[src/rtl/inst_buffer_pkg.sv]
// inst_buffer_pkg: entry layout and default geometry of the fetch-to-decode instruction buffer.
package inst_buffer_pkg;
  localparam int IB_ENTRY_WD = 67;
  localparam int IB_PC_HI = 66;
  localparam int IB_PC_LO = 35;
  localparam int IB_INST_HI = 34;
  localparam int IB_INST_LO = 3;
  localparam int IB_EXC_HI = 2;
  localparam int IB_EXC_LO = 0;
  localparam int IB_EXC_WD = 3;
  localparam int IB_DEPTH = 16;
  localparam int IB_WR_PORTS = 2;
  localparam int IB_RD_PORTS = 2;
  typedef struct packed {
    logic [31:0] pc;
    logic [31:0] inst;
    logic [IB_EXC_WD-1:0] exc;
  } ib_entry_t;
endpackage

[src/rtl/inst_buffer_ram.sv]
// inst_buffer_ram: circular register array, multi-port write at consecutive slots, async multi-port read.
module inst_buffer_ram
  import inst_buffer_pkg::*;
#(
  parameter int DEPTH = IB_DEPTH,
  parameter int WR_PORTS = IB_WR_PORTS,
  parameter int RD_PORTS = IB_RD_PORTS,
  parameter int WD = IB_ENTRY_WD
) (
  input  logic                        clk_i,
  input  logic [WR_PORTS-1:0]         we_i,
  input  logic [$clog2(DEPTH)-1:0]    waddr_i,
  input  logic [WR_PORTS*WD-1:0]      wdata_i,
  input  logic [$clog2(DEPTH)-1:0]    raddr_i,
  output logic [RD_PORTS*WD-1:0]      rdata_o
);
  localparam int AW = $clog2(DEPTH);
  logic [WD-1:0] mem_q [DEPTH];
  // Addresses wrap naturally by truncation to AW bits since DEPTH is a power of two.
  always_ff @(posedge clk_i) begin
    for (int i = 0; i < WR_PORTS; i++)
      if (we_i[i]) mem_q[waddr_i + AW'(i)] <= wdata_i[i*WD +: WD];
  end
  for (genvar i = 0; i < RD_PORTS; i++) begin : g_rd
    assign rdata_o[i*WD +: WD] = mem_q[raddr_i + AW'(i)];
  end
endmodule

[src/rtl/inst_buffer.sv]
// inst_buffer: IF-to-IDIS circular FIFO with grouped writes, variable clamped pops and flush.
module inst_buffer
  import inst_buffer_pkg::*;
#(
  parameter int DEPTH = IB_DEPTH,
  parameter int WR_PORTS = IB_WR_PORTS,
  parameter int RD_PORTS = IB_RD_PORTS,
  parameter int ENTRY_WD = IB_ENTRY_WD
) (
  input  logic                               clk,
  input  logic                               reset,
  input  logic                               flush,
  input  logic [WR_PORTS-1:0]                wr_valid,
  input  logic [WR_PORTS*ENTRY_WD-1:0]       wr_data,
  output logic                               wr_ready,
  output logic [RD_PORTS-1:0]                rd_valid,
  output logic [RD_PORTS*ENTRY_WD-1:0]       rd_data,
  input  logic [$clog2(RD_PORTS+1)-1:0]      rd_pop,
  output logic [$clog2(DEPTH+1)-1:0]         count,
  output logic                               empty,
  output logic                               full
);
  localparam int AW = $clog2(DEPTH);
  localparam int CW = $clog2(DEPTH+1);
  logic [AW-1:0] wr_ptr_q, wr_ptr_d, rd_ptr_q, rd_ptr_d;
  logic [CW-1:0] count_q, count_d, wr_n, wr_n_acc, pop_lim, pop_n;
  logic [WR_PORTS-1:0] wr_en, wr_valid_inc;
  logic accept;
  always_comb begin
    wr_n = '0;
    for (int i = 0; i < WR_PORTS; i++) wr_n = wr_n + CW'(wr_valid[i]);
  end
  // Ready looks only at registered occupancy so it never depends on rd_pop.
  assign wr_ready = count_q <= CW'(DEPTH - WR_PORTS);
  assign accept = wr_ready && !flush;
  assign wr_n_acc = accept ? wr_n : '0;
  for (genvar i = 0; i < WR_PORTS; i++) begin : g_we
    assign wr_en[i] = accept && (CW'(i) < wr_n);
  end
  assign pop_lim = count_q < CW'(RD_PORTS) ? count_q : CW'(RD_PORTS);
  assign pop_n = flush ? '0 : (CW'(rd_pop) < pop_lim ? CW'(rd_pop) : pop_lim);
  always_comb begin
    wr_ptr_d = flush ? '0 : wr_ptr_q + AW'(wr_n_acc);
    rd_ptr_d = flush ? '0 : rd_ptr_q + AW'(pop_n);
    count_d = flush ? '0 : count_q + wr_n_acc - pop_n;
  end
  always_ff @(posedge clk) begin
    if (reset) begin
      wr_ptr_q <= '0;
      rd_ptr_q <= '0;
      count_q <= '0;
    end else begin
      wr_ptr_q <= wr_ptr_d;
      rd_ptr_q <= rd_ptr_d;
      count_q <= count_d;
    end
  end
  for (genvar i = 0; i < RD_PORTS; i++) begin : g_rv
    assign rd_valid[i] = count_q > CW'(i);
  end
  assign count = count_q;
  assign empty = count_q == '0;
  assign full = count_q == CW'(DEPTH);
  inst_buffer_ram #(
    .DEPTH(DEPTH), .WR_PORTS(WR_PORTS), .RD_PORTS(RD_PORTS), .WD(ENTRY_WD)
  ) u_ram (
    .clk_i(clk), .we_i(wr_en), .waddr_i(wr_ptr_q), .wdata_i(wr_data),
    .raddr_i(rd_ptr_q), .rdata_o(rd_data)
  );
  assign wr_valid_inc = wr_valid + WR_PORTS'(1);
  a_thermo: assert property (@(posedge clk) disable iff (reset) (wr_valid & wr_valid_inc) == '0);
endmodule

[config.mk]
export PLATFORM = sky130hd
export DESIGN_NAME = inst_buffer
export DESIGN_NICKNAME = d
export VERILOG_FILES = /design/src/rtl/inst_buffer_pkg.sv /design/src/rtl/inst_buffer_ram.sv /design/src/rtl/inst_buffer.sv
export SDC_FILE = /design/constraint.sdc
export NUM_CORES = 2
export LEC_CHECK = 0
export CORE_MARGIN = 4
export CORE_UTILIZATION = 33
export DETAILED_ROUTE_END_ITERATION = 8
export HOLD_SLACK_MARGIN = 0.08
export SYNTH_ARGS = -nofsm -noshare
export SYNTH_HDL_FRONTEND = slang
export SYNTH_HIERARCHICAL = 1
export SYNTH_SLANG_ARGS = --single-unit
export TNS_END_PERCENT = 10
[constraint.sdc]
create_clock -name clk -period 11.2 [get_ports clk]
set_input_delay 2.24 -clock clk [delete_from_list [all_inputs] [get_ports clk]]
set_output_delay 2.24 -clock clk [all_outputs]
set_load 0.1 [all_outputs]
==> impl_summary.md <==
Logic synthesis
The primary flip-flop cell chosen by synthesis mapping is edfxtp_1. By area the synthesized netlist is led by edfxtp_1, mux4_2, mux2_2. Yosys instantiated no cell more often than edfxtp_1. When the netlist entered floorplanning its net count stood at about 3900. The number of enable flip-flop cells after synthesis is 1072. The sequential share of the synthesized area is 0.516. The number of synthesized register bits is 1085. The fraction of post-synthesis cell area in the top cell type by area is 0.511.

The post-synthesis cell type count is 56. By count the netlist is led by edfxtp_1, mux2_2, mux4_2. The share of flip-flops with an asynchronous set or reset is 0. Synthesis produced a netlist whose cell count is 3777.

After synthesis the cells add up to 63000 um^2. The Yosys step of the flow raised 6 warnings. A synthesized cell averages about 17 um^2. The post-synthesis cell type with the largest combined area is edfxtp_1.

CTS
TritonCTS built the clock tree. The post-CTS resize count is 0. The total clock buffers created by CTS is 132. The hold buffer count at cts is 0.

Clock latency on the worst-skew pair, taken at its later pin, is 0.79 ns. The cell at the root of the clock tree is clkbuf_16. The clock sink total is between 1000 and 1500.

The deepest clock path buffer count is 3. The clock-pin slew on the worst setup and hold paths is ~0.060 ns. In this run the number of H-tree levels came out at 4. The number of setup buffers added after CTS is 0.

Placed design
The global placement routability congestion is 0.752. Summed over all nets, the half-perimeter wirelength after detailed placement is 118000 um. The number of placed instances with taps included is 6220. Port buffering added approximately 280 buffers. The post-placement worst setup slack is between 3 and 4 ns. In this run the cell area measured after placement is 68200 um^2.

Worst setup path
The worst register-to-register path begins at count[4]$_SDFF_PP0_. The worst-case register-to-register setup slack is 6.02 ns. In this run the worst path has a maximum fanout of 54. The endpoint identified for the worst register-to-register timing path is u_ram/mem_q[4][15]$_DFFE_PP_. The critical path endpoint category is a primary output. The classification of the worst setup path is reg -> out. Traced cell by cell, the critical path runs through buf_4 > ha_4 > buf_4 > mux4_2 > a22o_1 > or3_1 > clkdlybuf4s50_1. The delay of the slowest cell on the worst path is 1.03 ns. The critical path data arrival time is 6.24 ns. By instance count, the cell type seen most on the critical path is buf_4. STA puts the critical path data required time at 8.96 ns. STA classifies the critical path startpoint as a flip-flop.

The count of cells along the worst register-to-register path is 11. In this run the worst setup path begins at rd_ptr_q[1]$_SDFF_PP0_. The critical path's slowest cell is clkdlybuf4s50_1.

Cells and area
The area of all placed cells without fillers is 72400 um^2. The number of filler instances in the final layout is around 17000. The fraction of final layout cells with drive strength greater than 1 is 0.484. The post-layout instance count excluding filler cells is 6471.

In the final design database the tool counted 4006 nets. The area growth from synthesis to layout is 15.1%.

Timing
Dividing the final minimum period by the clock period gives 0.757. The final-report max-slew violation count is 0. Counting I/O delays and the setup requirement, the final critical path takes approximately 8.5 ns.

Setup repair after global routing left no endpoint under its margin. Setup violations remaining at the end of the flow were counted as 0. Adding up every negative setup slack in the final design gives 0 ns. In this run the tightest slew margin relative to its limit is 0.113. The setup slack of the critical path after layout is roughly 2.7 ns. The count of endpoints failing hold in the final timing report is 0.

Timing would allow up to between 0.1 and 0.15 GHz. The actual slew at the worst max-slew pin is 1.33 ns. The final worst clock skew is about 0.032 ns.

Detailed routing
In this run the remaining antenna-violating nets after routing total 0. The routed via count is roughly 40000. The met1 routed wirelength after detailed routing is just over 90000 um. After detailed routing, the total wire length is around 230000 um. The mean number of vias per cell is 6.12. After detailed routing, the number of remaining DRC violations is 0. Signal routing reaches up to met5. For this run, the detailed router's first-pass iteration total came to 5.

The amount of wire on met2 after detailed routing is 108000 um. In this run, the number of DRC markers left after iteration 0 of detailed routing was 4614. The total length of routed met3 wires is ~19000 um. The final routed wire length divided by cell count is between 30 and 40 um.

Die
In this run the count of I/O pins placed on the die edge is 285. The full die area is 198000 um^2. After floorplanning, the core was divided into between 150 and 200 placement rows.

The placeable core area is about 190000 um^2. The die height is 445 um. In this run the horizontal extent of the chip is 445 um. For this configuration, the core starts out at a cell density of 0.331.

Pwr
VDD sags by at most 0.208 mV. The total leakage power is 22.2 nW. The overall power of the completed layout is 0.0144 W. Dividing total power by cell area gives a power density of around 200 nW/um^2.

GRT
The global router's overall resource usage is 0.226. The pin count of the biggest net entering global routing is ~130. The number of antenna violations at the first check in global routing was 31. For this run the aggregate overflow at the end of global routing stands at 0. The number of global-route vias before repair is between 40000 and 50000. The first global-routing pass estimated 317000 um of wire.

Flow run
The tool flagged a number of max-cap violations equal to 0.

Worst hold path
The worst min-delay path class is reg -> reg. For hold timing, the worst endpoint is wr_ptr_q[1]$_SDFF_PP0_. The worst hold path begins at wr_ptr_q[1]$_SDFF_PP0_.

The instance count along the most critical hold path is 3.

Status
The run finished with clean final reports.
==> logic make-up (layout without fill, tap and decap cells) <==
kind of cell | after synthesis | count (layout) | share of synthesized area
multiplexers | 1610 | 1610 | 0.384
flip-flops | 1085 | 1085 | 0.516
buffers and inverters | 460 | 627 | 0.0317
AO/OA/AOI/OAI | 362 | 362 | 0.0445
AND/OR/NAND/NOR | 231 | 231 | 0.0187
adder cells (fa/ha/maj) | 22 | 22 | 0.00485
XOR/XNOR | 5 | 5 | 0.000696
other | 2 | 18 | 0.000119
==> worst max-delay path, delay by kind of cell, from the launching register on <==
family / cells / cell delay [ns]
muxes: 1 / 0.42
and+or+nand+nor: 1 / 0.49
buffers and inverters: 3 / 2.69
DFF: 1 / 0.71
AOI/OAI and AO/OA: 1 / 0.25
adders and majority gates: 1 / 0.79
==> layout by cell type (no fill, tap or decap), types with 5 or more instances in the layout <==
master and count:
mux2_1 30, diode_2 16, buf_12 10, mux2_2 1042, edfxtp_1 1072, clkbuf_16 137, mux4_2 536, clkinvlp_4 10
clkinv_2 16, and2_1 5, a22oi_1 135, nor2_1 13, buf_4 82, dfxtp_1 11, clkbuf_1 33, nor2_4 20
a21boi_0 131, nor2b_1 7, clkdlybuf4s50_1 283, inv_1 17, bufinv_16 10, nand2_1 76, ha_1 17, clkinv_8 6
or3_1 69, nand2b_1 8, clkinv_1 17, a22o_1 67
==> layer usage <==
metal / GRT usage / vias up
met2: 0.364 / 2119
met5: 0 / -
met1: 0.308 / 21265
met4: 0.0740 / 12
li1: - / 15760
met3: 0.0423 / 419
==> layout make-up <==
type / instances / area (um^2) / share of cell area
diodes: 16 / 40.0 / 0.000553
clock buffers: 171 / 3570 / 0.0492
clock inverters: 64 / 661 / 0.00912
inverters: 17 / 63.8 / 0.000881
multi-input cells: 2232 / 28800 / 0.398
flip-flops and latches: 1085 / 32500 / 0.448
well taps: 2511 / 3140 / 0.0434
repair buffers: 375 / 3650 / 0.0504
==> state kept, by name (all words and copies together), names as in the netlist <==
| register | count |
|---|---|
| rd_ptr_q | 4 |
| wr_ptr_q | 4 |
| u_ram/mem_q | 1072 |
| count | 5 |
==> power by group <==
group | total, W | internal [W] | leakage [nW] | switching [W]
registers | 0.00463 | 0.00455 | 9.78 | 0.0000789
clock network | 0.00426 | 0.00248 | 2.03 | 0.00178
logic | 0.00546 | 0.00192 | 10.4 | 0.00354
total | 0.0144 | 0.00896 | 22.2 | 0.00540
==> per-stage QoR <==
step                       util  hold slack [ns]
final                     0.381            0.789
after global routing      0.381            0.849
after CTS                 0.381            0.792
after detailed placement  0.359            0.772
after global placement    0.359            0.766
after floorplan               -            0.480
==> how the worst max path moves through the flow <==
| stage | cells after the start | endpoint | slack, ns |
|---|---|---|---|
| 2_1_floorplan | 7 | u_ram/mem_q[0][0]$_DFFE_PP_ | 1.77 |
| 6_report | 7 | rd_data[98] | 2.72 |
| 4_1_cts | 7 | rd_data[98] | 2.56 |
| 3_5_place_dp | 7 | rd_data[98] | 3.41 |
| 5_1_grt | 7 | rd_data[98] | 2.44 |
| 3_3_place_gp | 7 | rd_data[98] | 3.48 |
Note: power is estimated with default switching activity, not from simulation.
